===== config.mk =====
export PLATFORM = sky130hd
export DESIGN_NAME = ldpc_phase_ctrl
export DESIGN_NICKNAME = d
export VERILOG_FILES = /design/src/rtl/ldpc_pkg.sv /design/src/rtl/ldpc_phase_ctrl_phase_timer.sv /design/src/rtl/ldpc_phase_ctrl.sv
export SDC_FILE = /design/constraint.sdc
export NUM_CORES = 1
export LEC_CHECK = 0
export ABC_AREA = 1
export CAP_MARGIN = 20
export CORE_ASPECT_RATIO = 1.4
export CORE_UTILIZATION = 47
export DETAILED_ROUTE_END_ITERATION = 10
export PLACE_DENSITY = 0.75
export SYNTH_ARGS = -nofsm -noshare
export SYNTH_HDL_FRONTEND = slang
export SYNTH_SLANG_ARGS = --single-unit

===== constraint.sdc =====
create_clock -name clk -period 1.7 [get_ports clk]
set_input_delay 0.34 -clock clk [delete_from_list [all_inputs] [get_ports clk]]
set_output_delay 0.34 -clock clk [all_outputs]
set_load 0.02 [all_outputs]

===== src/rtl/ldpc_pkg.sv =====
// ldpc_pkg: shared definitions for the GF(257) 4x24 LDPC decoder control path.
// Holds the decoder geometry and the 3-bit phase sequencer state encoding.
package ldpc_pkg;

    // Decoder geometry: 24 variable-node columns, 4 check rows.
    localparam int COLS = 24;
    localparam int ROWS = 4;

    // Phase sequencer states.
    localparam logic [2:0] S_IDLE  = 3'd0;
    localparam logic [2:0] S_INIT  = 3'd1;
    localparam logic [2:0] S_GAP_I = 3'd2;
    localparam logic [2:0] S_VPU   = 3'd3;
    localparam logic [2:0] S_GAP_V = 3'd4;
    localparam logic [2:0] S_CPU   = 3'd5;
    localparam logic [2:0] S_CHECK = 3'd6;
    localparam logic [2:0] S_DONE  = 3'd7;

endpackage


===== src/rtl/ldpc_phase_ctrl_phase_timer.sv =====
// phase_timer: per-phase cycle counter shared by every sequencer phase.
//   clk, rst_n : clock, synchronous active-low reset
//   load       : restart the count at 0 on the next cycle
//   term       : terminal count (phase length - 1)
//   last       : high while the count equals term (final cycle of the phase)
module phase_timer #(
    parameter int CNT_W = 8
) (
    input  logic             clk,
    input  logic             rst_n,
    input  logic             load,
    input  logic [CNT_W-1:0] term,
    output logic             last
);

    logic [CNT_W-1:0] cnt_q;

    always_ff @(posedge clk) begin
        if (!rst_n) begin
            cnt_q <= '0;
        end else if (load) begin
            cnt_q <= '0;
        end else begin
            cnt_q <= cnt_q + CNT_W'(1);
        end
    end

    assign last = (cnt_q == term);

endmodule


===== src/rtl/ldpc_phase_ctrl.sv =====
// ldpc_phase_ctrl: phase sequencer for the GF(257) 4x24 LDPC decoder.
// Runs one INIT pass, then VPU / CPU passes per iteration until the syndrome
// is zero or the iteration limit is hit.
//   start     : one-cycle decode request, accepted only in IDLE
//   abort     : return to IDLE from any busy state (beats start and parity_ok)
//   max_iter  : iteration limit, latched at start (0 behaves as 1)
//   parity_ok : syndrome-zero flag, looked at only in CHECK
//   en/busy   : high whenever the sequencer is not IDLE
//   initial_on, vpu_on, cpu_on : mutually exclusive phase strobes
//   done      : one-cycle completion pulse
//   success   : parity_ok of the final CHECK, held until next start
//   iter_cnt  : completed iterations, held until next start
//   state_dbg : current sequencer state
// Handshake: start is a request with no acknowledge; it is acted on only
// when the sequencer sits in IDLE and abort is low in the same cycle.
module ldpc_phase_ctrl
    import ldpc_pkg::*;
#(
    parameter int INIT_LEN = COLS,
    parameter int VPU_LEN  = COLS,
    parameter int CPU_LEN  = ROWS,
    parameter int GAP_LEN  = 2,
    parameter int ITER_W   = 5,
    parameter int CNT_W    = 8
) (
    input  logic              clk,
    input  logic              rst_n,
    input  logic              start,
    input  logic              abort,
    input  logic [ITER_W-1:0] max_iter,
    input  logic              parity_ok,
    output logic              en,
    output logic              initial_on,
    output logic              vpu_on,
    output logic              cpu_on,
    output logic              busy,
    output logic              done,
    output logic              success,
    output logic [ITER_W-1:0] iter_cnt,
    output logic [2:0]        state_dbg
);

    localparam logic [CNT_W-1:0] INIT_T = CNT_W'(INIT_LEN - 1);
    localparam logic [CNT_W-1:0] VPU_T  = CNT_W'(VPU_LEN - 1);
    localparam logic [CNT_W-1:0] CPU_T  = CNT_W'(CPU_LEN - 1);
    localparam logic [CNT_W-1:0] GAP_T  = CNT_W'(GAP_LEN - 1);

    logic [2:0]        state_q, state_d;
    logic [ITER_W-1:0] lim_q;
    logic [CNT_W-1:0]  term;
    logic              load, last, accept;

    assign accept = (state_q == S_IDLE) && start && !abort;

    always_comb begin
        term = '0;
        case (state_q)
            S_INIT:          term = INIT_T;
            S_GAP_I,S_GAP_V: term = GAP_T;
            S_VPU:           term = VPU_T;
            S_CPU:           term = CPU_T;
            default:         term = '0;
        endcase
    end

    // The timer restarts on every state change so each phase counts from 0.
    assign load = (state_d != state_q) || (state_q == S_IDLE);

    phase_timer #(.CNT_W(CNT_W)) u_timer (
        .clk   (clk),
        .rst_n (rst_n),
        .load  (load),
        .term  (term),
        .last  (last)
    );

    always_comb begin
        state_d = state_q;
        if (state_q == S_IDLE) begin
            if (accept) state_d = S_INIT;
        end else if (abort) begin
            state_d = S_IDLE;
        end else begin
            case (state_q)
                S_INIT:  if (last) state_d = (GAP_LEN == 0) ? S_VPU : S_GAP_I;
                S_GAP_I: if (last) state_d = S_VPU;
                S_VPU:   if (last) state_d = (GAP_LEN == 0) ? S_CPU : S_GAP_V;
                S_GAP_V: if (last) state_d = S_CPU;
                S_CPU:   if (last) state_d = S_CHECK;
                S_CHECK: state_d = (parity_ok || (iter_cnt + ITER_W'(1) == lim_q))
                                   ? S_DONE : S_VPU;
                default: state_d = S_IDLE;
            endcase
        end
    end

    // Strobes are registered from the next state so they line up with state_q.
    always_ff @(posedge clk) begin
        if (!rst_n) begin
            state_q    <= S_IDLE;
            lim_q      <= '0;
            en         <= 1'b0;
            busy       <= 1'b0;
            initial_on <= 1'b0;
            vpu_on     <= 1'b0;
            cpu_on     <= 1'b0;
            done       <= 1'b0;
            success    <= 1'b0;
            iter_cnt   <= '0;
        end else begin
            state_q    <= state_d;
            en         <= (state_d != S_IDLE);
            busy       <= (state_d != S_IDLE);
            initial_on <= (state_d == S_INIT);
            vpu_on     <= (state_d == S_VPU);
            cpu_on     <= (state_d == S_CPU);
            done       <= (state_d == S_DONE);
            if (accept) begin
                lim_q    <= (max_iter == '0) ? ITER_W'(1) : max_iter;
                iter_cnt <= '0;
                success  <= 1'b0;
            end else if (state_q != S_IDLE && abort) begin
                success <= 1'b0;
            end else if (state_q == S_CHECK) begin
                iter_cnt <= iter_cnt + ITER_W'(1);
                if (state_d == S_DONE) success <= parity_ok;
            end
        end
    end

    assign state_dbg = state_q;

endmodule


==> results list, run 1 <==
* Data arrival time at the worst-slack endpoint: 2.01 ns
- Of all nets on the critical path, the largest fanout is 8.
- Die boundary height: 68.0 um
- Max-cap check violation count: 0
- First-pass GRT wire length: 5380 um
- Setup violations remaining at the end of the flow were counted as 11.
- In this run the horizontal extent of the chip is 49.2 um.
- Capture point of the worst reg-to-reg path: u_timer.cnt_q[7]$_SDFF_PP0_
- IO buf count: 24
* Dpl hpwl: 2470 um
* DRC violations left: 0
- Top cells by area, synth: sky130_fd_sc_hd__dfxtp_1 37%, sky130_fd_sc_hd__nand2_1 10%, sky130_fd_sc_hd__inv_1 8.7%
- In this run, flip-flops and latches consume 55.8% of the power.
- For this run, the slowest stage of the critical path takes 0.35 ns.
- Final period utilization: 105%
- Area of the die: 3340 um^2
- After layout, the worst setup slack is -0.0855 ns.
* Final count of pins violating max slew: 0
* Length in cells of the worst reg-to-reg path: 15
* Final layout net count: 265
* Number of cells in the finished layout apart from fillers: 289
- Overall power after layout: 1.18 mW
- The worst setup path is launched from a register.
- Root Buffer Master: sky130_fd_sc_hd__clkbuf_8
- Netlist area before placement: 1460 um^2
- The detail route stage leaves a number of antenna-violating nets equal to 0.
* TritonCTS clock tree: yes
- The analysis attributes to net switching a power of 291 uW.
- CTS buffer count: 3
* Final Core Density: 68.4%
- Internal power comes to 884 uW.
- Subtracting the final worst setup slack from the clock period gives 1.79 ns.
- After global routing the overflow that remains totals 0.
* Worst Path Class, Setup: register to register
- The via count of the first global-routing pass was 1330.
- Number of synthesis warnings: 0
- Worst Hold Path EP: lim_q[1]$_SDFFE_PN0P_
- CP max stage cell: sky130_fd_sc_hd__dfxtp_2
- Min-Delay Path Class: register to register
- Once the floorplan was initialized, standard cells occupied 50.4% of the core.
- The number of buffers and inverters on the critical path is 1.
- Walking the worst path, the cells encountered are ha_4 -> inv_2 -> nand2_2 -> nand2_2 -> nor2_2 -> nand3_1 -> nor2_1 -> nand3_1 -> nand2_1 -> nand2_2 -> nand2_2 -> nand2_4 -> nand2_4 -> nand2_8 -> nor2_2.
* Share of total power consumed by net switching: 24.8%
* Leakage power summed over all cells: 0.913 nW
- The clock passes through at most 2 buffers.
* Count of placed standard cells including taps: 282
- The worst hold path begins at lim_q[1]$_SDFFE_PN0P_.
- Wires add up to 3170 um.
- Peak ir drop on the vdd network: 0.465 mV
- Worst hold slack: 0.490 ns
- Final-report hold violation count: 0
* Power per unit of standard cell area: 591 nW/um^2
- Slew margin rel.: 78.2%
- Entering global routing, the biggest net connects 16 pins.
* Register bit total from synthesis: 27
* Via total after detailed routing: 1417
- STA puts the critical path data required time at 1.92 ns.
- Clock tree synthesis found a total of 27 sinks.
* Detail-routed via count per cell: 4.90
- Syn-to-layout area delta: 35.7%
- STA classifies the critical path endpoint as a register.
- Dominant cell type by count on the critical path: sky130_fd_sc_hd__nand2_2
- Clock transition at path regs: 0.09 ns
- Setup TNS after final layout: -0.717 ns
- The worst register-to-register path begins at iter_cnt[1]$_SDFFE_PP0P_.
* Number of distinct standard cells referenced by the synthesized netlist: 27
- Synthesis produced a netlist with a net count of 219.
* DRC marker count from the first detailed-route iteration: 24
* GRT Total Usage: 21.1%
* Slew at the pin with the worst max-slew slack: 0.325 ns
- Setup repair after global routing could not meet its margin everywhere.
- On the critical path the largest part of the delay comes from simple AND/OR/NAND/NOR gates.
- Top-Level Pins: 25
- Layout cell share with drive strength beyond 1: 27.4%
- The number of antenna diodes in the final layout is 0.
- The share of the Yosys chip area taken by registers is 36.9%.
- Combinational cells account for 13.4% of the total power.
- Setup slack on the worst flop-to-flop path: -0.09 ns
* Initial antenna violation count: 0
* Clk_skew: 0.00274 ns
- The clock network burns 30.7% of the power.
- Area of the core region: 2910 um^2
- CTS H-tree depth: 1
* Area fraction of the dominant cell type after synthesis: 36.9%
- Mean instance size in the synthesized netlist: 7.07 um^2
* Placer congestion estimate: 0.847
* Iteration count of the initial detailed-routing pass: 4
* Skew-Pair Late Insertion Delay: 0.27 ns
* Std-Cell Rows: 23
* Highest achievable clock rate: 560 MHz
* Count of mapped cells out of synthesis: 207
* WHS Path Cells: 2
- Top cell type by total area after synthesis: sky130_fd_sc_hd__dfxtp_1
* Routed WL per cell: 11.0 um
* Result of the run: finished with violations
- Violated checks: setup timing
==> state kept, by name, indices dropped and copies added (netlist names) <==
name           count
lim_q              5
success            1
cpu_on             1
vpu_on             1
done               1
u_timer.cnt_q      8
busy               1
iter_cnt           5
state_dbg          3
initial_on         1
==> per-layer routing <==
layer	share of wire, %	track usage, %	vias up
met1	41	22.6	645
met5	0	0	-
li1	-	-	745
met4	2.8	12.9	0
met3	1.5	1.33	7
met2	55	40.6	20
==> stage by stage <==
stage          area, um^2  worst slack [ns]
3_5_place_dp         1850           -0.0974
4_1_cts              1930           -0.0774
5_1_grt              1990            -0.222
3_3_place_gp         1850           -0.0739
2_1_floorplan        1470            0.0841
6_report             1990           -0.0855
==> how the worst max path moves through the flow <==
stage	start	slack (ns)	depth (start not counted)	to
2_1_floorplan	state_dbg[0]$_SDFF_PN0_	0.08	14	u_timer.cnt_q[2]$_SDFF_PP0_
5_1_grt	iter_cnt[1]$_SDFFE_PP0P_	-0.22	15	u_timer.cnt_q[2]$_SDFF_PP0_
3_3_place_gp	iter_cnt[1]$_SDFFE_PP0P_	-0.07	15	u_timer.cnt_q[0]$_SDFF_PP0_
4_1_cts	iter_cnt[1]$_SDFFE_PP0P_	-0.08	15	u_timer.cnt_q[7]$_SDFF_PP0_
6_report	iter_cnt[1]$_SDFFE_PP0P_	-0.09	15	u_timer.cnt_q[7]$_SDFF_PP0_
3_5_place_dp	iter_cnt[0]$_SDFFE_PP0P_	-0.1	15	u_timer.cnt_q[6]$_SDFF_PP0_
==> synthesized netlist by cell type <==
master / number
sky130_fd_sc_hd__nand2_1: 39
sky130_fd_sc_hd__nand3_2: 3
sky130_fd_sc_hd__nand2_2: 6
sky130_fd_sc_hd__inv_1: 34
sky130_fd_sc_hd__xnor2_1: 1
sky130_fd_sc_hd__nand3b_1: 1
sky130_fd_sc_hd__nor2_4: 1
sky130_fd_sc_hd__a21oi_2: 1
sky130_fd_sc_hd__a21oi_1: 10
sky130_fd_sc_hd__dfxtp_1: 27
sky130_fd_sc_hd__o21ai_0: 8
sky130_fd_sc_hd__a41oi_1: 1
sky130_fd_sc_hd__o21ai_1: 1
sky130_fd_sc_hd__o22ai_2: 1
sky130_fd_sc_hd__inv_2: 4
sky130_fd_sc_hd__a211oi_1: 2
sky130_fd_sc_hd__buf_4: 2
sky130_fd_sc_hd__nor2_1: 17
sky130_fd_sc_hd__nand4_1: 5
sky130_fd_sc_hd__nor3_1: 5
sky130_fd_sc_hd__nand2_4: 3
sky130_fd_sc_hd__ha_1: 2
sky130_fd_sc_hd__nand3_1: 15
sky130_fd_sc_hd__nor4_1: 1
sky130_fd_sc_hd__nor2_2: 11
sky130_fd_sc_hd__xor2_1: 5
sky130_fd_sc_hd__buf_6: 1
==> worst reg2reg max path: stages (launching register included) <==
cell and delay [ns]:
sky130_fd_sc_hd__dfxtp_2 0.35, sky130_fd_sc_hd__ha_4 0.27, sky130_fd_sc_hd__inv_2 0.04, sky130_fd_sc_hd__nand2_2 0.05, sky130_fd_sc_hd__nand2_2 0.05, sky130_fd_sc_hd__nor2_2 0.11, sky130_fd_sc_hd__nand3_1 0.09, sky130_fd_sc_hd__nor2_1 0.12
sky130_fd_sc_hd__nand3_1 0.09, sky130_fd_sc_hd__nand2_1 0.09, sky130_fd_sc_hd__nand2_2 0.07, sky130_fd_sc_hd__nand2_2 0.08, sky130_fd_sc_hd__nand2_4 0.06, sky130_fd_sc_hd__nand2_4 0.08, sky130_fd_sc_hd__nand2_8 0.09, sky130_fd_sc_hd__nor2_2 0.11
==> final cells by class <==
type,count,area (um^2)
clock buffers,3,41.3
clock inverters,1,5.00
fillers,254,920
inverters,38,143
multi-input cells,139,820
flip-flops and latches,27,547
well taps,37,46.3
repair buffers,44,385
==> repair_timing <==
action	CTS	global route
hold buffers	0	0
resized for setup	11	14
setup endpoints to repair	17	25
setup buffers	3	0
pin swaps	2	6
==> layout by cell type, fill, tap and decap left out, types with 6 or more instances in the layout <==
| cell | netlist | layout |
|---|---|---|
| sky130_fd_sc_hd__nor2_2 | 11 | 11 |
| sky130_fd_sc_hd__dfxtp_1 | 27 | 22 |
| sky130_fd_sc_hd__inv_1 | 34 | 33 |
| sky130_fd_sc_hd__clkdlybuf4s50_1 | 0 | 17 |
| sky130_fd_sc_hd__a21oi_1 | 10 | 9 |
| sky130_fd_sc_hd__nand2_2 | 6 | 8 |
| sky130_fd_sc_hd__o21ai_0 | 8 | 8 |
| sky130_fd_sc_hd__dlygate4sd2_1 | 0 | 6 |
| sky130_fd_sc_hd__buf_4 | 2 | 20 |
| sky130_fd_sc_hd__nand2_1 | 39 | 35 |
| sky130_fd_sc_hd__nor2_1 | 17 | 15 |
| sky130_fd_sc_hd__nand3_1 | 15 | 14 |
==> kinds of logic after synthesis <==
kind of cell / after synthesis / share of synthesized area, %
XOR/XNOR: 6 / 3.59
flip-flops: 27 / 36.9
AO/OA/AOI/OAI: 24 / 9.57
buffers and inverters: 41 / 11.5
adder cells (fa/ha/maj): 2 / 1.71
AND/OR/NAND/NOR: 107 / 36.7
==> power by group through the flow <==
| stage | logic [mW] | clock network, mW | registers, mW |
|---|---|---|---|
| 2_1_floorplan | 0.0834 | 0 | 0.671 |
| 3_3_place_gp | 0.149 | 0 | 0.670 |
| 3_5_place_dp | 0.150 | 0 | 0.670 |
| 4_1_cts | 0.153 | 0.375 | 0.656 |
| 5_1_grt | 0.175 | 0.391 | 0.658 |
| 6_report | 0.158 | 0.361 | 0.656 |
Note: power is estimated with default switching activity, not from simulation.
==> inputs of run 2 (changes only) <==
- SLEW_MARGIN: not set -> 20
==> results of run 2 <==
Final layout, timing and power as in run 1 (identical DEF).
==> inputs of run 3 (changes only) <==
- PLACE_DENSITY: 0.75 -> 0.84
==> results list, run 3 (synthesis gave the netlist of run 1 again) <==
- The run finished, with violations left.
- Violated checks: setup timing
- TritonCTS built the clock tree.
- Worst Path Class, Setup: register to register
- Top-Level Pins: 25 (unchanged)
- The floorplan die height was 68.0 um (unchanged).
- Leading cell types in the layout, fill and taps excluded: 36 x sky130_fd_sc_hd__nand2_1, 32 x sky130_fd_sc_hd__inv_1, 22 x sky130_fd_sc_hd__dfxtp_1, 21 x sky130_fd_sc_hd__clkdlybuf4s50_1, 19 x sky130_fd_sc_hd__buf_4
* Post-route worst setup slack: -0.0979 ns (-0.0124 ns)
- The final estimated routing congestion in global placement was 0.807 (-4.8%).
* Leakage power summed over all cells: 0.913 nW (about the same)
- The row count was 23 (unchanged).
- Most flops, register: u_timer.cnt_q
- Max-cap check violation count: 0 (unchanged)
- Final layout net count: 265 (unchanged)
- Leaving out fill and tap cells, the most frequent cell in the layout is sky130_fd_sc_hd__nand2_1.
* Routed WL per cell: 11.9 um (+8.1%)
- Final-layout fill cell count: 241 (-5.1%)
* Met1 Track Usage GR: 20.1% (-2.5 points)
- The number of setup violations in the final report was 12 (+1).
* Min-Delay Path Class: register to register
- The wire length of the first global-routing pass is 5260 um (-2.2%).
- CTS buffer count: 3 (unchanged)
* List of cells traversed by the critical path: ha_4 -> inv_2 -> nand2_2 -> nand2_1 -> nor2_1 -> nand3_1 -> nor2_1 -> nand3_1 -> nand2_1 -> nand2_2 -> nand2_2 -> nand2_4 -> buf_4 -> buf_6 -> nor2_4
- Via count of the first global-routing pass: 1338 (+0.60%)
- Via total after detailed routing: 1441 (+1.7%)
* Final count of pins violating max slew: 0 (unchanged)
* Required time at the endpoint of the critical path: 1.92 ns (about the same)
- The detailed placer's ending HPWL was 2490 um (+0.95%).
* Length in cells of the worst reg-to-reg path: 15 (unchanged)
- DRC violations left: 0 (unchanged)
- The total global-route track usage came to 20.3% (-0.78 points).
* Initial antenna violation count: 0 (unchanged)
- The ratio of routed vias to standard cells came to 4.99 (+1.7%).
* Root Buffer Master: sky130_fd_sc_hd__clkbuf_8
- Clock transition at path regs: 0.09 ns (about the same)
- The violation count after the first detailed-routing iteration came to 35 (+46%).
* Final-report hold violation count: 0 (unchanged)
- The maximum frequency from static timing analysis came to 556 MHz (-0.69%).
- Hold-fix buffers, CTS: 0 (unchanged)
* Area of the core region: 2910 um^2 (unchanged)
- Final global-route overflow total: 0 (unchanged)
* Iteration count of the initial detailed-routing pass: 4 (unchanged)
* CTS sink count: 27 (unchanged)
- Pin count of the biggest net entering global routing: 15 (-1)
- The worst setup path is launched from a register.
* IO buf count: 24 (unchanged)
* Overall power after layout: 1.18 mW (+0.26%)
* Period minus WS final: 1.80 ns (+0.0124 ns)
- The initial cell density of the core is 50.4% (unchanged).
* Remaining number of nets flagged by the antenna check after routing: 0 (unchanged)
- Longest Clk Path Bufs: 2 (unchanged)
* Final Core Density: 69.0% (+0.65 points)
- Among the stages of the critical path, the cell type that occurs most often is sky130_fd_sc_hd__nand2_2.
- The diode insertion count for antenna repair came to 0 (unchanged).
- Largest registers in the final layout: u_timer.cnt_q x8, iter_cnt x5, lim_q x5
* Busiest grt layer: met2
- The met2 global-route usage is 39.7% (-0.86 points).
- The critical path data arrival time is 2.02 ns (about the same).
* CP max stage cell: sky130_fd_sc_hd__dfxtp_2
- The total wirelength of the detailed-routed design is 3430 um (+8.1%).
- The fraction of layout instances using a drive strength above 1 was 27.0% (-0.40 points).
- The worst setup path is captured at a register.
- The die footprint is 3340 um^2 (unchanged).
- Critical path peak fanout: 3 (-5)
- The fraction of met3 tracks used by global routing was 2.22% (+0.89 points).
* Max FFs per register: 8 (unchanged)
- Peak ir drop on the vdd network: 0.482 mV (+3.7%)
- CP max stage delay: 0.35 ns (about the same)
- WHS Path Cells: 1 (-1)
- The die span in x is 49.2 um (unchanged).
* Slew margin rel.: 80.4% (+2.3 points)
- The clock insertion delay at the later pin of the skew report came to 0.27 ns (about the same).
* Clk_skew: 0.00262 ns (-0.000121 ns)
* Syn-to-layout area delta: 37.0%
* Setup repair after global routing missed its margin: true
* Slew at the pin with the worst max-slew slack: 0.291 ns (-0.0337 ns)
* CTS H-tree depth: 1 (unchanged)
* Final period utilization: 106% (+0.73 points)
* Power per unit of standard cell area: 587 nW/um^2 (-0.68%)
## run 3: routing by layer
| metal | share of wire [%] | wire length [um] | up-vias |
|---|---|---|---|
| met4 | 4.6 | 156 | 0 |
| met5 | 0 | 0 | - |
| met2 | 55 | 1880 | 36 |
| met3 | 3.0 | 102 | 13 |
| met1 | 38 | 1290 | 646 |
| li1 | - | - | 746 |
## run 3: timing repair
| action | 4_1_cts | 5_1_grt |
|---|---|---|
| buffers inserted | 0 | 4 |
| endpoints found under the setup margin | 5 | 23 |
| resized for setup | 3 | 22 |
| pin swaps | 0 | 17 |
## run 3: through the flow
step,instances,hold WS [ns],setup WS [ns],TNS (ns),cell area (um^2)
floorplan,207,0.439,0.0841,0,1470
global placement,281,0.463,-0.0725,-0.197,1850
detailed placement,281,0.471,-0.0737,-0.243,1850
CTS,285,0.493,0.0120,0,1890
global route,289,0.482,-0.259,-3.15,2010
finish,289,0.467,-0.0979,-0.701,2010
## run 3: worst max-delay path: cells and delay by family, from the launching register on
kind | cells | cell delay (ns)
fa+ha+maj | 1 | 0.27
simple gates | 11 | 0.83
flops | 1 | 0.35
buf+inv | 3 | 0.28
## run 3: layout make-up
cell class	instances	area, um^2	share of cell area [%]
multi-input cells	139	822	41.0
flip-flops and latches	27	552	27.5
repair buffers	44	398	19.8
inverters	38	143	7.11
well taps	37	46.3	2.31
clock buffers	4	45.0	2.25
## run 3: path summary, 6_finish.rpt
check	from	to	slack, ns
setup / recovery	iter_cnt[0]$_SDFFE_PP0P_	cpu_on$_SDFF_PN0_	-0.1
hold / removal	u_timer.cnt_q[0]$_SDFF_PP0_	u_timer.cnt_q[0]$_SDFF_PP0_	0.47
setup reg to reg	iter_cnt[0]$_SDFFE_PP0P_	cpu_on$_SDFF_PN0_	-0.1
hold reg to reg	u_timer.cnt_q[0]$_SDFF_PP0_	u_timer.cnt_q[0]$_SDFF_PP0_	0.47
## run 3: report_power, final
part,switching (mW),total (mW),internal (mW)
combinational,0.0854,0.161,0.0760
clock,0.194,0.362,0.168
sequential,0.0116,0.655,0.643
total,0.291,1.18,0.887
